**src/rtl/multibyte_add_seq_pkg.sv**
```systemverilog
// Shared constants for the byte-serial wide adder: controller state encoding and slice width.
package multibyte_add_seq_pkg;

    localparam int BYTE_W = 8;

    typedef enum logic [1:0] {
        ST_IDLE = 2'd0,
        ST_RUN  = 2'd1,
        ST_DONE = 2'd2
    } state_e;

endpackage

```
**src/rtl/multibyte_add_seq_hybridadder8.sv**
```systemverilog
// 8-bit hybrid adder slice: two 4-bit carry-lookahead groups with the group carry rippled between them.
module hybridadder8_struct
    import multibyte_add_seq_pkg::*;
(
    input  logic [BYTE_W-1:0] a_i,
    input  logic [BYTE_W-1:0] b_i,
    input  logic              c_i,
    output logic [BYTE_W-1:0] s_o,
    output logic              c_o
);

    logic [BYTE_W-1:0] p;
    logic [BYTE_W-1:0] g;
    logic [BYTE_W:0]   c;

    assign p    = a_i ^ b_i;
    assign g    = a_i & b_i;
    assign c[0] = c_i;

    for (genvar k = 0; k < BYTE_W / 4; k++) begin : g_cla
        localparam int B = 4 * k;
        // Every carry in a group looks back only to the group carry-in c[B].
        assign c[B+1] = g[B] | (p[B] & c[B]);
        assign c[B+2] = g[B+1] | (p[B+1] & g[B]) | (p[B+1] & p[B] & c[B]);
        assign c[B+3] = g[B+2] | (p[B+2] & g[B+1]) | (p[B+2] & p[B+1] & g[B])
                      | (p[B+2] & p[B+1] & p[B] & c[B]);
        assign c[B+4] = g[B+3] | (p[B+3] & g[B+2]) | (p[B+3] & p[B+2] & g[B+1])
                      | (p[B+3] & p[B+2] & p[B+1] & g[B])
                      | (p[B+3] & p[B+2] & p[B+1] & p[B] & c[B]);
    end

    assign s_o = p ^ c[BYTE_W-1:0];
    assign c_o = c[BYTE_W];

endmodule

```
**src/rtl/multibyte_add_seq.sv**
```systemverilog
// Byte-serial W-bit adder reusing one 8-bit slice over NBYTES cycles, LSB byte first.
// Define MULTIBYTE_SUB_EN to add the Sub port (A-B via inverted B and forced carry-in).
module multibyte_add_seq
    import multibyte_add_seq_pkg::*;
#(
    parameter int NBYTES = 4
) (
    input  logic                     clk,
    input  logic                     rst,
    input  logic                     start,
    input  logic [BYTE_W*NBYTES-1:0] Xi,
    input  logic [BYTE_W*NBYTES-1:0] Yi,
    input  logic                     C0,
`ifdef MULTIBYTE_SUB_EN
    input  logic                     Sub,
`endif
    output logic                     busy,
    output logic                     done,
    output logic [BYTE_W*NBYTES-1:0] Si,
    output logic                     Cout,
    output logic                     Ovf
);

    localparam int W  = BYTE_W * NBYTES;
    localparam int IW = $clog2(NBYTES);
    localparam logic [IW-1:0] LAST_IDX = IW'(NBYTES - 1);

    state_e          state_q;
    logic [IW-1:0]   idx_q;
    logic            carry_q;
    logic [W-1:0]    a_q;
    logic [W-1:0]    b_q;
    logic            sub_q;
    logic [W-1:0]    si_q;
    logic            cout_q;
    logic            ovf_q;
    logic            busy_q;
    logic            done_q;

    logic              sub_in;
    logic [BYTE_W-1:0] a_byte;
    logic [BYTE_W-1:0] b_byte;
    logic [BYTE_W-1:0] s_byte;
    logic              c_slice;
    logic              b_msb_eff;

`ifdef MULTIBYTE_SUB_EN
    assign sub_in = Sub;
`else
    assign sub_in = 1'b0;
`endif

    assign a_byte    = a_q[idx_q*BYTE_W +: BYTE_W];
    assign b_byte    = b_q[idx_q*BYTE_W +: BYTE_W] ^ {BYTE_W{sub_q}};
    assign b_msb_eff = b_q[W-1] ^ sub_q;

    hybridadder8_struct u_slice (
        .a_i (a_byte),
        .b_i (b_byte),
        .c_i (carry_q),
        .s_o (s_byte),
        .c_o (c_slice)
    );

    // NOTE: the operand store is reset along with the control state so an aborted
    // operation leaves nothing behind; all state here updates with <= only.
    always_ff @(posedge clk or posedge rst) begin
        if (rst) begin
            state_q <= ST_IDLE;
            idx_q   <= '0;
            carry_q <= 1'b0;
            a_q     <= '0;
            b_q     <= '0;
            sub_q   <= 1'b0;
            si_q    <= '0;
            cout_q  <= 1'b0;
            ovf_q   <= 1'b0;
            busy_q  <= 1'b0;
            done_q  <= 1'b0;
        end else begin
            done_q <= 1'b0;
            case (state_q)
                ST_IDLE: begin
                    if (start) begin
                        a_q     <= Xi;
                        b_q     <= Yi;
                        sub_q   <= sub_in;
                        carry_q <= sub_in | C0;
                        idx_q   <= '0;
                        busy_q  <= 1'b1;
                        state_q <= ST_RUN;
                    end
                end
                ST_RUN: begin
                    si_q[idx_q*BYTE_W +: BYTE_W] <= s_byte;
                    carry_q <= c_slice;
                    if (idx_q == LAST_IDX) begin
                        // Index parks on the last byte so it never leaves 0..NBYTES-1.
                        cout_q  <= c_slice;
                        ovf_q   <= (a_q[W-1] == b_msb_eff) && (s_byte[BYTE_W-1] != a_q[W-1]);
                        done_q  <= 1'b1;
                        state_q <= ST_DONE;
                    end else begin
                        idx_q <= idx_q + 1'b1;
                    end
                end
                ST_DONE: begin
                    busy_q  <= 1'b0;
                    state_q <= ST_IDLE;
                end
                default: begin
                    busy_q  <= 1'b0;
                    state_q <= ST_IDLE;
                end
            endcase
        end
    end

    assign busy = busy_q;
    assign done = done_q;
    assign Si   = si_q;
    assign Cout = cout_q;
    assign Ovf  = ovf_q;

endmodule
```
**config.mk**
```make
export PLATFORM = sky130hd
export DESIGN_NAME = multibyte_add_seq
export DESIGN_NICKNAME = d
export VERILOG_FILES = /design/src/rtl/multibyte_add_seq_pkg.sv /design/src/rtl/multibyte_add_seq_hybridadder8.sv /design/src/rtl/multibyte_add_seq.sv
export SDC_FILE = /design/constraint.sdc
export NUM_CORES = 1
export LEC_CHECK = 0
export BUFFER_PORTS_ARGS = -buffer_cell sky130_fd_sc_hd__buf_2
export CAP_MARGIN = 10
export CORE_MARGIN = 5
export CORE_UTILIZATION = 25
export CTS_CLUSTER_SIZE = 16
export DETAILED_ROUTE_END_ITERATION = 10
export MAX_ROUTING_LAYER = met4
export PLACE_DENSITY_LB_ADDON = 0.08
export SYNTH_ARGS = -nofsm -noshare
export SYNTH_HDL_FRONTEND = slang
export SYNTH_SLANG_ARGS = --single-unit
```
**constraint.sdc**
```tcl
create_clock -name clk -period 6.3 [get_ports clk]
set_input_delay 0.63 -clock clk [delete_from_list [all_inputs] [get_ports clk]]
set_output_delay 0.63 -clock clk [all_outputs]
set_load 0.01 [all_outputs]
```
==> impl_metrics.json, run 1 <==
{
  "cts_hold_buf": 0,
  "postRouteAntennaNets": 0,
  "root_buffer": "clkbuf_16",
  "timing.setup.tns_ns": 0,
  "cts_tree": "yes",
  "die_w_um": 148,
  "grt_pass1_vias": 3388,
  "syn_area_per_cell_um2": 14.1,
  "cts_buffers": 9,
  "maxSlewViolCount": 0,
  "wirelength_mm": 12.5,
  "detail_route.first_pass.iterations": 4,
  "grt_util_all_layers_pct": 12.3,
  "maxCapViolCount": 0,
  "power.density_nw_per_um2": 638,
  "hp-class": "in -> async",
  "wire_per_inst_um": 18.3,
  "vias_per_cell": 4.53,
  "initial_core_util_pct": 25.5,
  "boundaryPins": 104,
  "first_iter_violations": 168,
  "dieArea_um2": 22000,
  "rr_worst_depth": 9,
  "n_fill_cell": 1912,
  "dr_total_vias": 3097,
  "drive_gt1_share_pct": 48.6,
  "fin_nets": 528,
  "hold_violations": 0,
  "rows": 50,
  "path_clk_slew_ns": 0.07,
  "fin_crit_sh_pct": 59.3,
  "gp_congestion": 0.715,
  "fmax_ghz": 0.268,
  "overflow": 0,
  "syn_nets": 422,
  "cp-end-kind": "flop",
  "slew_headroom_pct": 42.7,
  "status": "finished clean",
  "grt_max_degree": 66,
  "start_kind": "flop",
  "worstPathMaxFanout": 13,
  "rsz0062_at_grt": "false",
  "clockBufferDepth": 2,
  "dpl.hpwl_mm": 9.38,
  "fin_util_pct": 31.4,
  "setup_viol": 0,
  "clock-sinks": 105,
  "setup_ws_ns": 2.56,
  "worstPathRequired_ns": 6.52,
  "p_total_mw": 3.76,
  "yosysSeqAreaShare_pct": 55.0,
  "clock-skew-final_ns": 0.00785,
  "grt_pass1_wl_mm": 19.9,
  "placed_area_um2": 5570,
  "arrival_ns": 3.96,
  "netlist_area_um2": 4780,
  "post-place-ws_ns": 2.49,
  "htree_levels": 3,
  "remaining_drc_errors": 0,
  "synthDistinctLibCells": 43,
  "n_antenna_cell": 0,
  "clk_latency_ns": 0.35,
  "synth_warnings": 0,
  "ctsResizeCount": 0,
  "vdd_drop_max_uv": 267,
  "ys_ff_latch": 105,
  "placed_cells": 667,
  "worstMarginPinSlew_ns": 0.860,
  "grt_antenna_before_repair": 0,
  "critical_path_class": "reg -> reg",
  "fp.dieH_um": 148,
  "synthCells": 338,
  "postCtsSetupRepairBufs": 0,
  "area_delta_synth_final_pct": 23.2,
  "leakagePower_nw": 2.77,
  "core_area_um2": 18800,
  "hold_ws_ns": 0.353,
  "min_period_ns": 3.74,
  "final_cell_area_um2": 5890,
  "instances_no_fill": 683,
  "portBuffers": 103
}
logic make-up after synthesis:
group	synth area share, %
flops	55.0
compound gates	8.53
mux	23.1
xor+xnor	0.733
buf+inv	2.22
fa+ha+maj	4.50
simple gates	5.91
worst max-delay path: stages, from the launching register on:
cell	delay [ns]
dfrtp_1	0.79
buf_4	0.38
mux4_2	0.54
ha_1	0.36
and3_4	0.21
a221oi_1	0.37
inv_1	0.10
fa_1	0.39
xnor2_1	0.32
o21ai_0	0.14
path summary, 6_finish.rpt:
| kind | startpoint | to | slack [ns] |
|---|---|---|---|
| setup / recovery | idx_q[0]$_DFFE_PP0P_ | Si[13]$_DFFE_PP0P_ | 2.56 |
| hold / removal | rst | Si[25]$_DFFE_PP0P_ | 0.35 |
| setup reg to reg | idx_q[0]$_DFFE_PP0P_ | Si[13]$_DFFE_PP0P_ | 2.56 |
| hold reg to reg | Si[9]$_DFFE_PP0P_ | Si[9]$_DFFE_PP0P_ | 0.48 |
| max in group asynchronous | rst | a_q[9]$_DFFE_PP0P_ | 4.74 |
| min in group clk | Si[9]$_DFFE_PP0P_ | Si[9]$_DFFE_PP0P_ | 0.48 |
sequential cells by signal (all words and copies together), names as in the netlist:
name	count
carry_q	1
state_q	2
Ovf	1
b_q	32
idx_q	2
done	1
Si	32
busy	1
a_q	32
Cout	1
cells in the mapped netlist, drive strengths merged:
library cell | number | share of area (%)
dfrtp | 105 | 55
mux2 | 65 | 15
nand2 | 25 | 2.2
a22o | 20 | 3.8
o21ai | 19 | 2.3
mux4 | 16 | 7.5
ha | 14 | 3.7
buf | 12 | 1.3
inv | 12 | 0.94
nor2 | 7 | 0.60
a21oi | 5 | 0.52
a21o | 3 | 0.47
and3 | 3 | 0.50
nand2b | 3 | 0.39
nand4 | 3 | 0.39
nor3 | 3 | 0.31
xor2 | 3 | 0.55
fa | 2 | 0.84
nor2b | 2 | 0.26
a2111o | 1 | 0.24
a211o | 1 | 0.18
a211oi | 1 | 0.16
a221oi | 1 | 0.18
a22oi | 1 | 0.16
and2 | 1 | 0.13
and4b | 1 | 0.21
mux2i | 1 | 0.29
nand3 | 1 | 0.10
nand3b | 1 | 0.42
nor4 | 1 | 0.13
o211ai | 1 | 0.16
o21a | 1 | 0.16
o21bai | 1 | 0.16
or4 | 1 | 0.24
xnor2 | 1 | 0.18
routing by layer:
| layer | GRT usage (%) | part of all wire [%] | vias up |
|---|---|---|---|
| met5 | - | 0 | - |
| met1 | 16.4 | 46 | 1552 |
| met4 | 3.65 | 1.4 | 0 |
| met2 | 19.0 | 48 | 75 |
| met3 | 2.68 | 4.1 | 11 |
| li1 | - | - | 1459 |
layout by cell type, fill, tap and decap left out, drive strengths merged, types with 7 or more instances in the layout:
| cell type | count |
|---|---|
| buf | 107 |
| dfrtp | 105 |
| mux2 | 65 |
| nand2 | 25 |
| a22o | 20 |
| o21ai | 19 |
| mux4 | 16 |
| ha | 14 |
| inv | 12 |
| clkbuf | 11 |
| nor2 | 7 |
cell type report:
type / count / area [µm²] / area share, %
sequential: 105 / 2630 / 44.6
inverter: 12 / 47.5 / 0.807
tap: 234 / 293 / 4.97
timing repair buffer: 107 / 546 / 9.26
clock buffer: 11 / 243 / 4.12
clock inverter: 5 / 78.8 / 1.34
multi-input combinational: 209 / 2050 / 34.9
power by group:
group          leakage, nW  internal (mW)  total, mW  switching (mW)
clock network        0.159          0.359      0.611           0.252
registers             1.30          0.972       1.17           0.195
logic                 1.31          0.886       1.98            1.09
total                 2.77           2.22       3.76            1.54
No activity file was read; power rests on OpenSTA's default activity.
==> run 2: changes to the inputs <==
- clock period: 6.3 -> 3.14 ns (I/O delays scaled with it)
==> run 2 against run 1 <==
Effect of this change:
- total power increased by 100%
- first-iteration DRC count shrank 42%
- non-clock buffer count up 5
- cell count up 0.44%
- design area grew 1.1%
- via count grew 1.5%
- die area is the same
- clock skew grew 0.0012 ns
- flip-flop and latch count stayed put
- highest routed layer unchanged
- largest power group unchanged
- sequential power rose by 98%
- maximum frequency up 26%
==> impl_metrics.json, run 2 (same netlist as run 1, synthesis figures left out) <==
{
  "clk_latency_ns": 0.35,
  "use_met2_pct": 19.6,
  "min_period_ns": 2.96,
  "grt-busiest-layer": "met2",
  "core_area_um2": 18800,
  "remaining_drc_errors": 0,
  "hold_violations": 0,
  "worstPathRequired_ns": 3.37,
  "maxSlewViolCount": 0,
  "sequentialPowerShare_pct": 30.2,
  "worstMarginPinSlew_ns": 0.748,
  "dpl.hpwl_mm": 9.56,
  "final_cell_area_um2": 5960,
  "vdd_drop_max_uv": 570,
  "clock-sinks": 105,
  "p_int_mw": 4.56,
  "clock-skew-final_ns": 0.00908,
  "initial_core_util_pct": 25.5,
  "start_kind": "flop",
  "status": "finished clean",
  "rows": 50,
  "n_antenna_cell": 0,
  "htree_levels": 3,
  "switching_power_mw": 3.11,
  "vias_per_cell": 4.58,
  "dieArea_um2": 22000,
  "worstPathMaxFanout": 14,
  "mostFrequentLayoutCells": "105 x dfrtp_1, 103 x buf_2, 65 x mux2_2",
  "fin_nets": 533,
  "placed_area_um2": 5640,
  "critical_path_class": "reg -> reg",
  "grt_util_met3_pct": 2.68,
  "hp-class": "in -> async",
  "p_clk_share_pct": 15.3,
  "boundaryPins": 104,
  "root_buffer": "clkbuf_16",
  "mostFrequentLayoutCell": "dfrtp_1",
  "dr_total_vias": 3144,
  "fmax_ghz": 0.338,
  "wirelength_mm": 12.4,
  "detail_route.first_pass.iterations": 4,
  "rsz0062_at_grt": "false",
  "grt_pass1_wl_mm": 20.1,
  "cts_hold_buf": 0,
  "gp_congestion": 0.737,
  "leakagePower_nw": 2.80,
  "slew_headroom_pct": 50.0,
  "cts_tree": "yes",
  "die_w_um": 148,
  "met1_usage_pct": 16.1,
  "area_delta_synth_final_pct": 24.6,
  "timing.setup.tns_ns": 0,
  "drive_gt1_share_pct": 49.3,
  "grt_pass1_vias": 3479,
  "cts_buffers": 9,
  "setup_viol": 0,
  "switching_share_pct": 40.6,
  "crit_start": "idx_q[0]$_DFFE_PP0P_",
  "r2r-start": "idx_q[0]$_DFFE_PP0P_",
  "first_iter_violations": 98,
  "arrival_ns": 3.19,
  "fin_crit_sh_pct": 94.2,
  "power.density_nw_per_um2": 1290,
  "grt_antenna_before_repair": 0,
  "wire_per_inst_um": 18.0,
  "rr_worst_depth": 8,
  "critPathCapture": "Si[4]$_DFFE_PP0P_",
  "pwr-share-comb_pct": 54.5,
  "cp-end-kind": "flop",
  "overflow": 0,
  "crit_path_cell_trace": "buf_12 -> mux4_2 -> ha_1 -> and3_4 -> a221oi_2 -> inv_1 -> fa_1 -> a22o_1",
  "maxCapViolCount": 0,
  "portBuffers": 103,
  "fp.dieH_um": 148,
  "critical_path.slowest_cell": "fa_1",
  "cp_slowest_stage_delay_ns": 0.55,
  "clockBufferDepth": 2,
  "r2r-end": "Si[4]$_DFFE_PP0P_",
  "postRouteAntennaNets": 0,
  "path_clk_slew_ns": 0.07,
  "grt_util_all_layers_pct": 12.3,
  "grt_max_degree": 66,
  "reg2reg_slack_ns": 0.18
}
==> run 2: cell types whose count changed in the layout (fill, tap and decap cells not counted) <==
cell	delta
clkbuf_8	-1
clkinv_4	-1
a221oi_1	-1
xnor2_2	+1
buf_4	+2
a221oi_2	+1
buf_12	+3
xnor2_1	-1
==> run 2: critical path, delay by kind of cell, from the launching register on <==
family	cells	cell delay, ns
buffers and inverters	2	0.29
adders and majority gates	2	0.91
and+or+nand+nor	1	0.18
muxes	1	0.52
DFF	1	0.39
AOI/OAI and AO/OA	2	0.56
==> run 2: power by group through the flow <==
stage | sequential, mW | clock, mW | combinational, mW
after floorplan | 2.26 | 0 | 2.89
after global placement | 2.38 | 0 | 4.16
after detailed placement | 2.37 | 0 | 4.19
after CTS | 2.34 | 1.22 | 4.26
after global routing | 2.42 | 1.27 | 4.63
final | 2.32 | 1.17 | 4.18
==> run 2: metal layers <==
metal	up-vias	wire, µm	part of all wire, %
met2	78	5990	48
met4	0	129	1.0
met3	9	408	3.3
met5	-	0	0
li1	1466	-	-
met1	1591	5860	47
==> run 2: metrics by stage <==
step	worst slack (ns)	hold slack (ns)	utilization, %	power (mW)	std cells
3_5_place_dp	-0.0156	0.473	30.1	6.56	672
4_1_cts	0.0609	0.101	31.7	7.83	686
6_report	0.181	0.0723	31.7	7.67	686
2_1_floorplan	0.0655	0.466	-	5.16	338
5_1_grt	0.0147	0.132	31.7	8.31	686
3_3_place_gp	0.0173	0.461	30.1	6.53	672
==> run 2: layout make-up <==
cell class | count | area (µm²)
fillers | 1925 | 12800
inverters | 12 | 47.5
clock buffers | 10 | 229
well taps | 234 | 293
clock inverters | 4 | 70.1
flip-flops and latches | 105 | 2630
multi-input cells | 209 | 2070
repair buffers | 112 | 621
==> run 2: worst min-delay path by stage <==
stage,from,endpoint,slack (ns),cells past startpoint
after floorplan,Yi[16],b_q[16]$_DFFE_PP0P_,0.47,1
after global placement,Si[16]$_DFFE_PP0P_,Si[16]$_DFFE_PP0P_,0.46,2
after detailed placement,Si[7]$_DFFE_PP0P_,Si[7]$_DFFE_PP0P_,0.47,2
after CTS,rst,Si[1]$_DFFE_PP0P_,0.10,2
after global routing,rst,Si[1]$_DFFE_PP0P_,0.13,2
final,rst,Si[1]$_DFFE_PP0P_,0.07,2
==> run 2: what timing repair did <==
action | CTS | global route
setup buffers | 0 | 0
setup endpoints to repair | 2 | 7
gates resized for setup | 1 | 1
pin swaps | 0 | 0
